File: src/rtl/irq_arb_seq.sv
// Nine-channel, three-class interrupt arbiter: edge-captured pending latches, enable mask,
// fixed-priority winner selection and a valid/ack/eoi handshake toward the CPU.
//
// state     | meaning
// S_IDLE    | nothing presented; arbitrate over eligible pending bits
// S_PRESENT | winner presented (irq_valid=1), waiting for irq_ack
// S_SERVICE | interrupt in service (busy=1), waiting for eoi
module irq_arb_seq #(
  parameter int NCH = 9,
  parameter int CHW = 4
) (
  input  logic           clk,
  input  logic           rst_n,
  input  logic [NCH-1:0] req_a,
  input  logic [NCH-1:0] req_b,
  input  logic [NCH-1:0] req_c,
  input  logic           mask_we,
  input  logic [NCH-1:0] mask_wdata,
  output logic [NCH-1:0] mask,
  output logic [NCH-1:0] pending,
  output logic           irq_valid,
  output logic [CHW-1:0] irq_ch,
  output logic [1:0]     irq_cls,
  input  logic           irq_ack,
  input  logic           eoi,
  output logic           busy
);

  typedef enum logic [1:0] {
    S_IDLE    = 2'd0,
    S_PRESENT = 2'd1,
    S_SERVICE = 2'd2
  } state_t;

  state_t         r_state;
  logic [NCH-1:0] r_req_a_d, r_req_b_d, r_req_c_d;
  logic [NCH-1:0] r_pend_a, r_pend_b, r_pend_c;
  logic [NCH-1:0] r_mask;
  logic           r_valid;
  logic           r_busy;
  logic [CHW-1:0] r_ch;
  logic [1:0]     r_cls;

  logic [NCH-1:0] w_edge_a, w_edge_b, w_edge_c;
  logic [NCH-1:0] w_elig_a, w_elig_b, w_elig_c;
  logic [NCH-1:0] w_clr_sel, w_clr_a, w_clr_b, w_clr_c;
  logic           w_any;
  logic           w_ack_hit;
  logic [CHW-1:0] w_win_ch;
  logic [1:0]     w_win_cls;

  function automatic logic [CHW-1:0] f_lowest(input logic [NCH-1:0] v);
    logic [CHW-1:0] idx;
    idx = '0;
    for (int i = NCH - 1; i >= 0; i--) begin
      if (v[i]) idx = CHW'(i);
    end
    return idx;
  endfunction

  assign w_edge_a = req_a & ~r_req_a_d;
  assign w_edge_b = req_b & ~r_req_b_d;
  assign w_edge_c = req_c & ~r_req_c_d;

  assign w_elig_a = r_pend_a & r_mask;
  assign w_elig_b = r_pend_b & r_mask;
  assign w_elig_c = r_pend_c & r_mask;
  assign w_any    = (|w_elig_a) | (|w_elig_b) | (|w_elig_c);

  always_comb begin
    w_win_ch  = '0;
    w_win_cls = 2'd0;
    if (|w_elig_a) begin
      w_win_ch  = f_lowest(w_elig_a);
      w_win_cls = 2'd0;
    end else if (|w_elig_b) begin
      w_win_ch  = f_lowest(w_elig_b);
      w_win_cls = 2'd1;
    end else if (|w_elig_c) begin
      w_win_ch  = f_lowest(w_elig_c);
      w_win_cls = 2'd2;
    end
  end

  // Ack clears only the presented winner's bit; a same-cycle edge re-sets it below.
  assign w_ack_hit = (r_state == S_PRESENT) && irq_ack;
  assign w_clr_sel = w_ack_hit ? (NCH'(1) << r_ch) : '0;
  assign w_clr_a   = (r_cls == 2'd0) ? w_clr_sel : '0;
  assign w_clr_b   = (r_cls == 2'd1) ? w_clr_sel : '0;
  assign w_clr_c   = (r_cls == 2'd2) ? w_clr_sel : '0;

  always_ff @(posedge clk or negedge rst_n) begin
    if (!rst_n) begin
      r_req_a_d <= '0;
      r_req_b_d <= '0;
      r_req_c_d <= '0;
      r_pend_a  <= '0;
      r_pend_b  <= '0;
      r_pend_c  <= '0;
      r_mask    <= '0;
    end else begin
      r_req_a_d <= req_a;
      r_req_b_d <= req_b;
      r_req_c_d <= req_c;
      r_pend_a  <= (r_pend_a & ~w_clr_a) | w_edge_a;
      r_pend_b  <= (r_pend_b & ~w_clr_b) | w_edge_b;
      r_pend_c  <= (r_pend_c & ~w_clr_c) | w_edge_c;
      if (mask_we) r_mask <= mask_wdata;
    end
  end

  always_ff @(posedge clk or negedge rst_n) begin
    if (!rst_n) begin
      r_state <= S_IDLE;
      r_valid <= 1'b0;
      r_busy  <= 1'b0;
      r_ch    <= '0;
      r_cls   <= 2'd0;
    end else begin
      case (r_state)
        S_IDLE: begin
          if (w_any) begin
            r_valid <= 1'b1;
            r_ch    <= w_win_ch;
            r_cls   <= w_win_cls;
            r_state <= S_PRESENT;
          end
        end
        S_PRESENT: begin
          if (irq_ack) begin
            r_valid <= 1'b0;
            r_busy  <= 1'b1;
            r_state <= S_SERVICE;
          end
        end
        S_SERVICE: begin
          if (eoi) begin
            r_busy  <= 1'b0;
            r_state <= S_IDLE;
          end
        end
        default: begin
          r_valid <= 1'b0;
          r_busy  <= 1'b0;
          r_state <= S_IDLE;
        end
      endcase
    end
  end

  assign mask      = r_mask;
  assign pending   = r_pend_a | r_pend_b | r_pend_c;
  assign irq_valid = r_valid;
  assign irq_ch    = r_ch;
  assign irq_cls   = r_cls;
  assign busy      = r_busy;

endmodule

File: config.mk
export PLATFORM = sky130hd
export DESIGN_NAME = irq_arb_seq
export DESIGN_NICKNAME = d
export VERILOG_FILES = /design/src/rtl/irq_arb_seq.sv
export SDC_FILE = /design/constraint.sdc
export NUM_CORES = 1
export LEC_CHECK = 0
export BUFFER_PORTS_ARGS = -buffer_cell sky130_fd_sc_hd__buf_2
export CAP_MARGIN = 20
export CORE_MARGIN = 1
export CORE_UTILIZATION = 48
export DETAILED_ROUTE_END_ITERATION = 16
export GPL_ROUTABILITY_DRIVEN = 0
export PLACE_DENSITY = 0.81
export SLEW_MARGIN = 20
export SYNTH_ARGS = -nofsm -noshare
export SYNTH_HDL_FRONTEND = slang
export SYNTH_SLANG_ARGS = --single-unit
export TNS_END_PERCENT = 10
File: constraint.sdc
create_clock -name clk -period 1.9 [get_ports clk]
set_input_delay 0.57 -clock clk [delete_from_list [all_inputs] [get_ports clk]]
set_output_delay 0.57 -clock clk [all_outputs]
set_load 0.05 [all_outputs]
### Word-level counts from Yosys, hierarchy flattened

Index checks and enable logic that the tools add are counted.

| word-level totals | value |
|---|---|
| bits in registers | 73 |
| bits of input ports | 41 |
| output and inout bits | 26 |
| logic and storage cells | 101 |

| operators by class | value |
|---|---|
| equality and inequality tests | 7 |
| shift operators | 1 |
| multiplexer cells | 47 |
| bitwise logic cells | 24 |
| reduce and logical (&&, ||, !) cells | 10 |

Operators with widths:

| cell | number |
|---|---|
| $mux 4 | 30 |
| $and 9x9->9 | 9 |
| $not 9->9 | 6 |
| $or 9x9->9 | 5 |
| $mux 9 | 4 |
| $reduce_or 9->1 | 3 |
| $mux 2 | 6 |
| $reduce_and 3->1 | 3 |
| $shl 1x4->9 const A | 1 |
| $ne 2x2->1 const B | 3 |
| $pmux 1 s3 | 2 |
| $pmux 2 s3 | 1 |
| $eq 2x1->1 const B | 2 |
| $eq 2x2->1 const B | 2 |
| $logic_not 2->1 | 2 |
| $mux 1 | 4 |
| $not 1->1 | 2 |
| $or 1x1->1 | 2 |
| $reduce_and 2->1 | 1 |
| $logic_and 1x1->1 | 1 |

### Longest topological paths before layout

Gate-level depths: netlist of the first run.

| depth | value |
|---|---|
| depth after elaboration | 13 |
| depth in mapped cells | 7 |

### Least setup slack after synthesis of the first run

No wires, ideal clock.

| timing | value |
|---|---|
| path kind | register to register |
| from | register r_mask[1], in the netlist mask[1] |
| to | register r_ch[0], in the netlist irq_ch[0] |
| setup time | 0.143 ns |
| data arrival time | 1.986 ns |
| setup slack | -0.229 ns |
| cell stages (with the launch flop) | 7 |
| path buffers | 1 |
| clock period less this slack | 2.129 ns |
| cells stage by stage | dfrtp_1 buf_6 a22o_1 a221oi_4 nand3_2 o41ai_4 o31ai_1 |

| on the way | value |
|---|---|
| cells in the longest elaborated chain, start to end | 6 |
| elaborated cells on any way between the ends | 18 |
| those cells by class | mux (9); bitwise (5); reduce/logical (4) |

RTL lines:

| element | line | text |
|---|---|---|
| start: declaration | 38 | `logic [NCH-1:0] r_mask;` |
| start signal: assignment | 108 | `if (mask_we) r_mask <= mask_wdata;` |
| $and 9x9->9 | 67 | `assign w_elig_c = r_pend_c & r_mask;` |
| $mux 4 (2 in series) | 56 | `if (v[i]) idx = CHW'(i);` |
| $mux 4 | 79 | `end else if (\|w_elig_c) begin` |
| $mux 4 | 76 | `end else if (\|w_elig_b) begin` |
| $mux 4 | 73 | `if (\|w_elig_a) begin` |
| end signal: assignment | 124 | `r_ch <= w_win_ch;` |
| end: declaration | 41 | `logic [CHW-1:0] r_ch;` |

Parallel ways exist; a longest one is shown, timed or not.
A chain may end at the register's enable or synchronous reset.

### Worst setup path in the final report of the first run

| timing | value |
|---|---|
| from | register r_pend_a[6] |
| to | output port pending[6] |

| on the way | value |
|---|---|
| cells in the longest elaborated chain, start to end | 2 |

RTL lines:

| element | line | text |
|---|---|---|
| start: declaration | 37 | `logic [NCH-1:0] r_pend_a, r_pend_b, r_pend_c;` |
| start signal: assignment | 105 | `r_pend_a <= (r_pend_a & ~w_clr_a) \| w_edge_a;` |
| $or 9x9->9 (2 in series) | 152 | `assign pending = r_pend_a \| r_pend_b \| r_pend_c;` |
| end: declaration | 20 | `output logic [NCH-1:0] pending,` |

Every way passes these cells.

==> impl_metrics.ini, run 1 <==
[run_status]
status = complete, but fails checks
violations = negative setup slack

[global_route]
grt_pass1_wl_um = 12100
grt_usage = 0.249
antenna_found_initial = 0
grt_pass1_vias = 2500
gr-total-overflow = 0
grt_max_degree = 74

[power_and_ir_drop]
p_leak_nw = 1.77
peakVddDrop_mv = 0.689
power_density_nw_per_um2 = 1100

[placement]
port_buffers = 66
pre_cts_slack_ns = -0.00802
hpwl_um = 5260
placed_area_um2 = 3570

[critical_path]
crit_type = reg2out
crit_path_max_fanout = 3
slowest_delay_ns = 0.41
slowest_stage = dfrtp_1
worst-endpoint-arrival_ns = 1.42
start_kind = register
worstPathCellList = buf_6 > or3_4 > buf_8
crit_buf_inv = 2
crit_path_end_kind = primary output
critPathTopFamily = flip-flops
worstPathRequired_ns = 1.33

[clocking]
htree_levels = 3
path_clk_slew_ns = 0.08
cts_tree = yes
cts_made_buffers = 9
root_buffer = clkbuf_8
cts_max_path_buffers = 2
cts_sinks = 73
clkLatencyLatePin_ns = 0.34

[synth]
syn_nets = 330
syn_area_per_cell_um2 = 10.7
yosys_register_bits = 73
synth_cell_type_count = 43
async_reset_ff_frac = 1.00
ys_seq_area_frac = 0.593
yosysWarnings = 0
syn_inst = 289
synthFlopType = dfrtp_1
syn_area_um2 = 3080
synth_edf_count = 0

[timing]
rsz0062_at_grt = true
setup_viol_count_final = 10
worstMarginPinSlew_ns = 0.494
fin_crit_sh = 1.05
fin_worst_skew_ns = 0.0109
holdWs_ns = 0.241
max_freq_ghz = 0.502
finalHoldViolCount = 0
worst_slack_ns = -0.0921
relSlewSlack = 0.671
drv_slew = 0
final.min_clock_period_ns = 1.99

[floorplan]
die_w_um = 82.1
start_util = 0.508
placementRows = 28
ioPinCount = 67
dieArea_um2 = 6740
die_h_um = 82.1
core_region_area_um2 = 6060

[min_path]
min_path_type = in2async

[cells_and_area]
drive_above_1_share = 0.361
fin_util = 0.652
multiInputGateArea_um2 = 1200
nets = 411
syn2layout_area_growth_pct = 28.3
finalInstanceArea_um2 = 3950
ff_latch_area_um2 = 1840
antenna_cells = 0
mostFrequentLayoutCells = dfrtp_1 (61), o21ai_0 (60), buf_2 (57)
fillCellCount = 468
final_common_cell = dfrtp_1

[routing]
viasPerCell = 5.78
drc = 0
wl_per_cell_um = 17.1
dr.pass1.iters = 5
route.vias.total = 2597
drt_iter0_drc = 279
routed_wl_um = 7660
postRouteAntennaNets = 0

[run]
drv_cap = 0
==> synthesized netlist by cell type, types with 2 or more instances <==
cell,count,area share
a22o_1,4,0.011
dfrtp_1,73,0.59
buf_2,2,0.0033
nor2_1,8,0.0098
clkbuf_1,2,0.0024
a32oi_1,4,0.011
nand4_1,2,0.0041
nand3_1,5,0.0081
nand2b_1,3,0.0061
clkbuf_2,2,0.0033
o31ai_1,3,0.0073
a21oi_1,5,0.0081
o21ai_0,60,0.098
a31oi_1,2,0.0041
or3_1,9,0.018
o21ai_1,2,0.0033
inv_1,28,0.034
mux2_2,9,0.033
nor2b_1,2,0.0041
nand2_1,32,0.039
a222oi_1,2,0.0065
a22oi_1,9,0.022
==> worst reg2reg max path, stage by stage, from the launching register on <==
cell and delay, ns:
dfrtp_2 0.45, a22oi_1 0.32, and4_4 0.30, nand2_2 0.11
o41ai_4 0.33, buf_6 0.18, nand2_1 0.05, o31ai_1 0.08
==> stage by stage <==
stage,power [mW],setup TNS [ns],cells
final,4.35,-0.253,449
after global routing,4.56,-0.911,449
after floorplan,2.67,-0.294,289
after detailed placement,3.05,-0.0122,432
after CTS,4.32,-0.317,448
after global placement,3.02,0,432
==> what timing repair did <==
item / in CTS / in global routing
buffers inserted: 1 / 1
pin swaps: 0 / 2
setup endpoints to repair: 14 / 15
gates resized for setup: 30 / 11
hold endpoints to repair: 0 / 0
cloned: 0 / 0
hold buffers: 0 / 0
==> registers in the layout, summed over array words and instances (netlist names) <==
name       flops
mask           9
r_pend_a       9
r_pend_b       9
r_pend_c       9
r_req_a_d      9
r_req_b_d      9
r_req_c_d      9
irq_ch         4
irq_cls        2
r_state        2
busy           1
irq_valid      1
==> cell type report <==
class,count,area share
sequential,73,0.466
multi-input combinational,181,0.304
timing repair buffer,77,0.126
clock buffer,12,0.0418
inverter,28,0.0266
tap,75,0.0237
clock inverter,3,0.0120
==> where the power goes <==
group	switching (mW)	internal, mW
clock	0.552	0.714
sequential	0.224	1.73
combinational	0.753	0.376
total	1.53	2.82
==> logic make-up after synthesis <==
kind of cell           count (synthesis)  synth area share
and+or+nand+nor                       70             0.111
buffers and inverters                 35            0.0467
DFF                                   73             0.593
AOI/OAI and AO/OA                    102             0.217
muxes                                  9            0.0329
==> worst paths after layout <==
path | from | endpoint | slack [ns] | cells past startpoint
setup / recovery | r_pend_a[6] | pending[6] | -0.09 | 3
hold / removal | rst_n | mask[3] | 0.24 | 2
setup reg to reg | mask[6] | irq_ch[2] | -0.05 | 7
hold reg to reg | r_req_a_d[8] | r_pend_a[8] | 0.42 | 1
max in group asynchronous | rst_n | mask[1] | 1.35 | 2
min in group clk | req_c[5] | r_req_c_d[5] | 0.34 | 1
==> layer usage <==
metal,track usage,up-vias,part of all wire
met3,0.0582,26,0.060
met4,0.111,0,0.030
met1,0.318,1264,0.42
met5,0,-,0
met2,0.405,117,0.49
li1,-,1190,-
Note: power is estimated with default switching activity, not from simulation.
==> run 2: changes to the inputs <==
--- a/config.mk
+++ b/config.mk
@@ -12,6 +12,7 @@
 export DETAILED_ROUTE_END_ITERATION = 16
 export GPL_ROUTABILITY_DRIVEN = 0
 export PLACE_DENSITY = 0.81
+export SKIP_CTS_REPAIR_TIMING = 1
 export SLEW_MARGIN = 20
 export SYNTH_ARGS = -nofsm -noshare
 export SYNTH_HDL_FRONTEND = slang
==> impl_metrics.ini, run 2 (synthesis results as in run 1) <==
[critical_path]
start_kind = register
worstPathCellList = buf_6 > or3_4 > buf_8
cp.depth = 3
critPathLaunch = r_pend_a[6]
critPathCapture = pending[6]
r2r_end = irq_ch[2]
regToRegStartpoint = mask[0]
worstPathRequired_ns = 1.33
worst-endpoint-arrival_ns = 1.43
crit_path_max_fanout = 3
crit_path_end_kind = primary output
crit_type = reg2out
crit_buf_inv = 2
reg2reg_slack_ns = -0.02
slowest_stage = dfrtp_1
slowest_delay_ns = 0.41
critPathTopFamily = flip-flops
reg2reg_depth = 7

[routing]
drc = 0
wl_per_cell_um = 16.8
postRouteAntennaNets = 0
route.vias.total = 2562
routed_wl_um = 7560
viasPerCell = 5.71
drt_iter0_drc = 216
dr.pass1.iters = 5

[timing]
relSlewSlack = 0.665
fin_setup_tns_ns = -0.409
drv_slew = 0
rsz0062_at_grt = true
holdWs_ns = 0.249
fin_crit_sh = 1.05
setup_viol_count_final = 9
final.min_clock_period_ns = 2.00
fin_worst_skew_ns = 0.00954
worstMarginPinSlew_ns = 0.502
finalHoldViolCount = 0
max_freq_ghz = 0.500
worst_slack_ns = -0.0986

[clocking]
root_buffer = clkbuf_8
clkLatencyLatePin_ns = 0.34
path_clk_slew_ns = 0.08
cts_made_buffers = 9
cts_max_path_buffers = 2
cts_sinks = 73
htree_levels = 3
cts_tree = yes

[run]
drv_cap = 0

[floorplan]
ioPinCount = 67
start_util = 0.508
die_h_um = 82.1
dieArea_um2 = 6740
placementRows = 28
core_region_area_um2 = 6060
die_w_um = 82.1

[cells_and_area]
fillCellCount = 488
drive_above_1_share = 0.342
antenna_cells = 0
mostFrequentLayoutCells = dfrtp_1 (63), buf_2 (63), o21ai_0 (60)
nets = 411
finalInstanceArea_um2 = 3890
syn2layout_area_growth_pct = 26.2

[global_route]
gr-total-overflow = 0
antenna_found_initial = 0
grt_usage = 0.244
grt_pass1_wl_um = 11800
grt_max_degree = 74
grt_pass1_vias = 2460

[power_and_ir_drop]
p_total_mw = 4.35
p_leak_nw = 1.74
peakVddDrop_mv = 0.707
power_density_nw_per_um2 = 1120

[placement]
hpwl_um = 5260
port_buffers = 66
placed_area_um2 = 3570

[min_path]
min_path_type = in2async

[run_status]
violations = negative setup slack
status = complete, but fails checks
-- run 2: cell types whose count changed in the layout (fill, tap and decap cells not counted) --
cell,before,now
dfrtp_1,61,63
or3_4,9,3
or3_1,0,6
dfrtp_2,12,10
buf_2,57,63
buf_6,11,5
a22oi_2,3,4
a22oi_1,6,5
-- run 2: final cells by class --
type	count	area [um^2]	share of cell area
inverters	28	105	0.0270
well taps	75	93.8	0.0241
repair buffers	77	459	0.118
clock buffers	12	165	0.0425
clock inverters	3	47.5	0.0122
multi-input cells	181	1180	0.303
flip-flops and latches	73	1840	0.473
-- run 2: how the worst min path moves through the flow --
stage,from,endpoint,slack (ns),depth (start not counted)
CTS,rst_n,r_req_c_d[4],0.25,2
global route,rst_n,r_req_c_d[4],0.28,2
detailed placement,r_req_a_d[1],r_pend_a[1],0.41,1
floorplan,rst_n,busy,0.27,0
global placement,r_req_c_d[0],r_pend_c[0],0.40,1
finish,rst_n,mask[3],0.25,2
-- run 2: where the power goes --
part           total (mW)  switching, mW  internal [mW]
Sequential           1.95          0.219           1.73
Clock                1.27          0.551          0.714
Combinational        1.13          0.752          0.377
-- run 2: layer usage --
metal  GRT usage  up-vias  part of all wire
li1            -     1192                 -
met1       0.313     1237              0.42
met2       0.392      117              0.49
met3      0.0626       16             0.062
met4       0.105        0             0.023
met5           0        -                 0
-- run 2: stage by stage --
| step | setup slack [ns] | instances | util |
|---|---|---|---|
| 3_3_place_gp | 0.0982 | 432 | 0.589 |
| 2_1_floorplan | -0.0581 | 289 | - |
| 5_1_grt | -0.126 | 449 | 0.641 |
| 4_1_cts | -0.147 | 447 | 0.624 |
| 3_5_place_dp | -0.00802 | 432 | 0.589 |
| 6_report | -0.0986 | 449 | 0.641 |
-- run 2: worst reg2reg max path: stages (launching register included) --
cell and delay [ns]:
dfrtp_2 0.47, a22oi_1 0.27, and2_1 0.20, nand2_1 0.14
o41ai_4 0.41, buf_6 0.18, nand2_1 0.05, o31ai_1 0.08
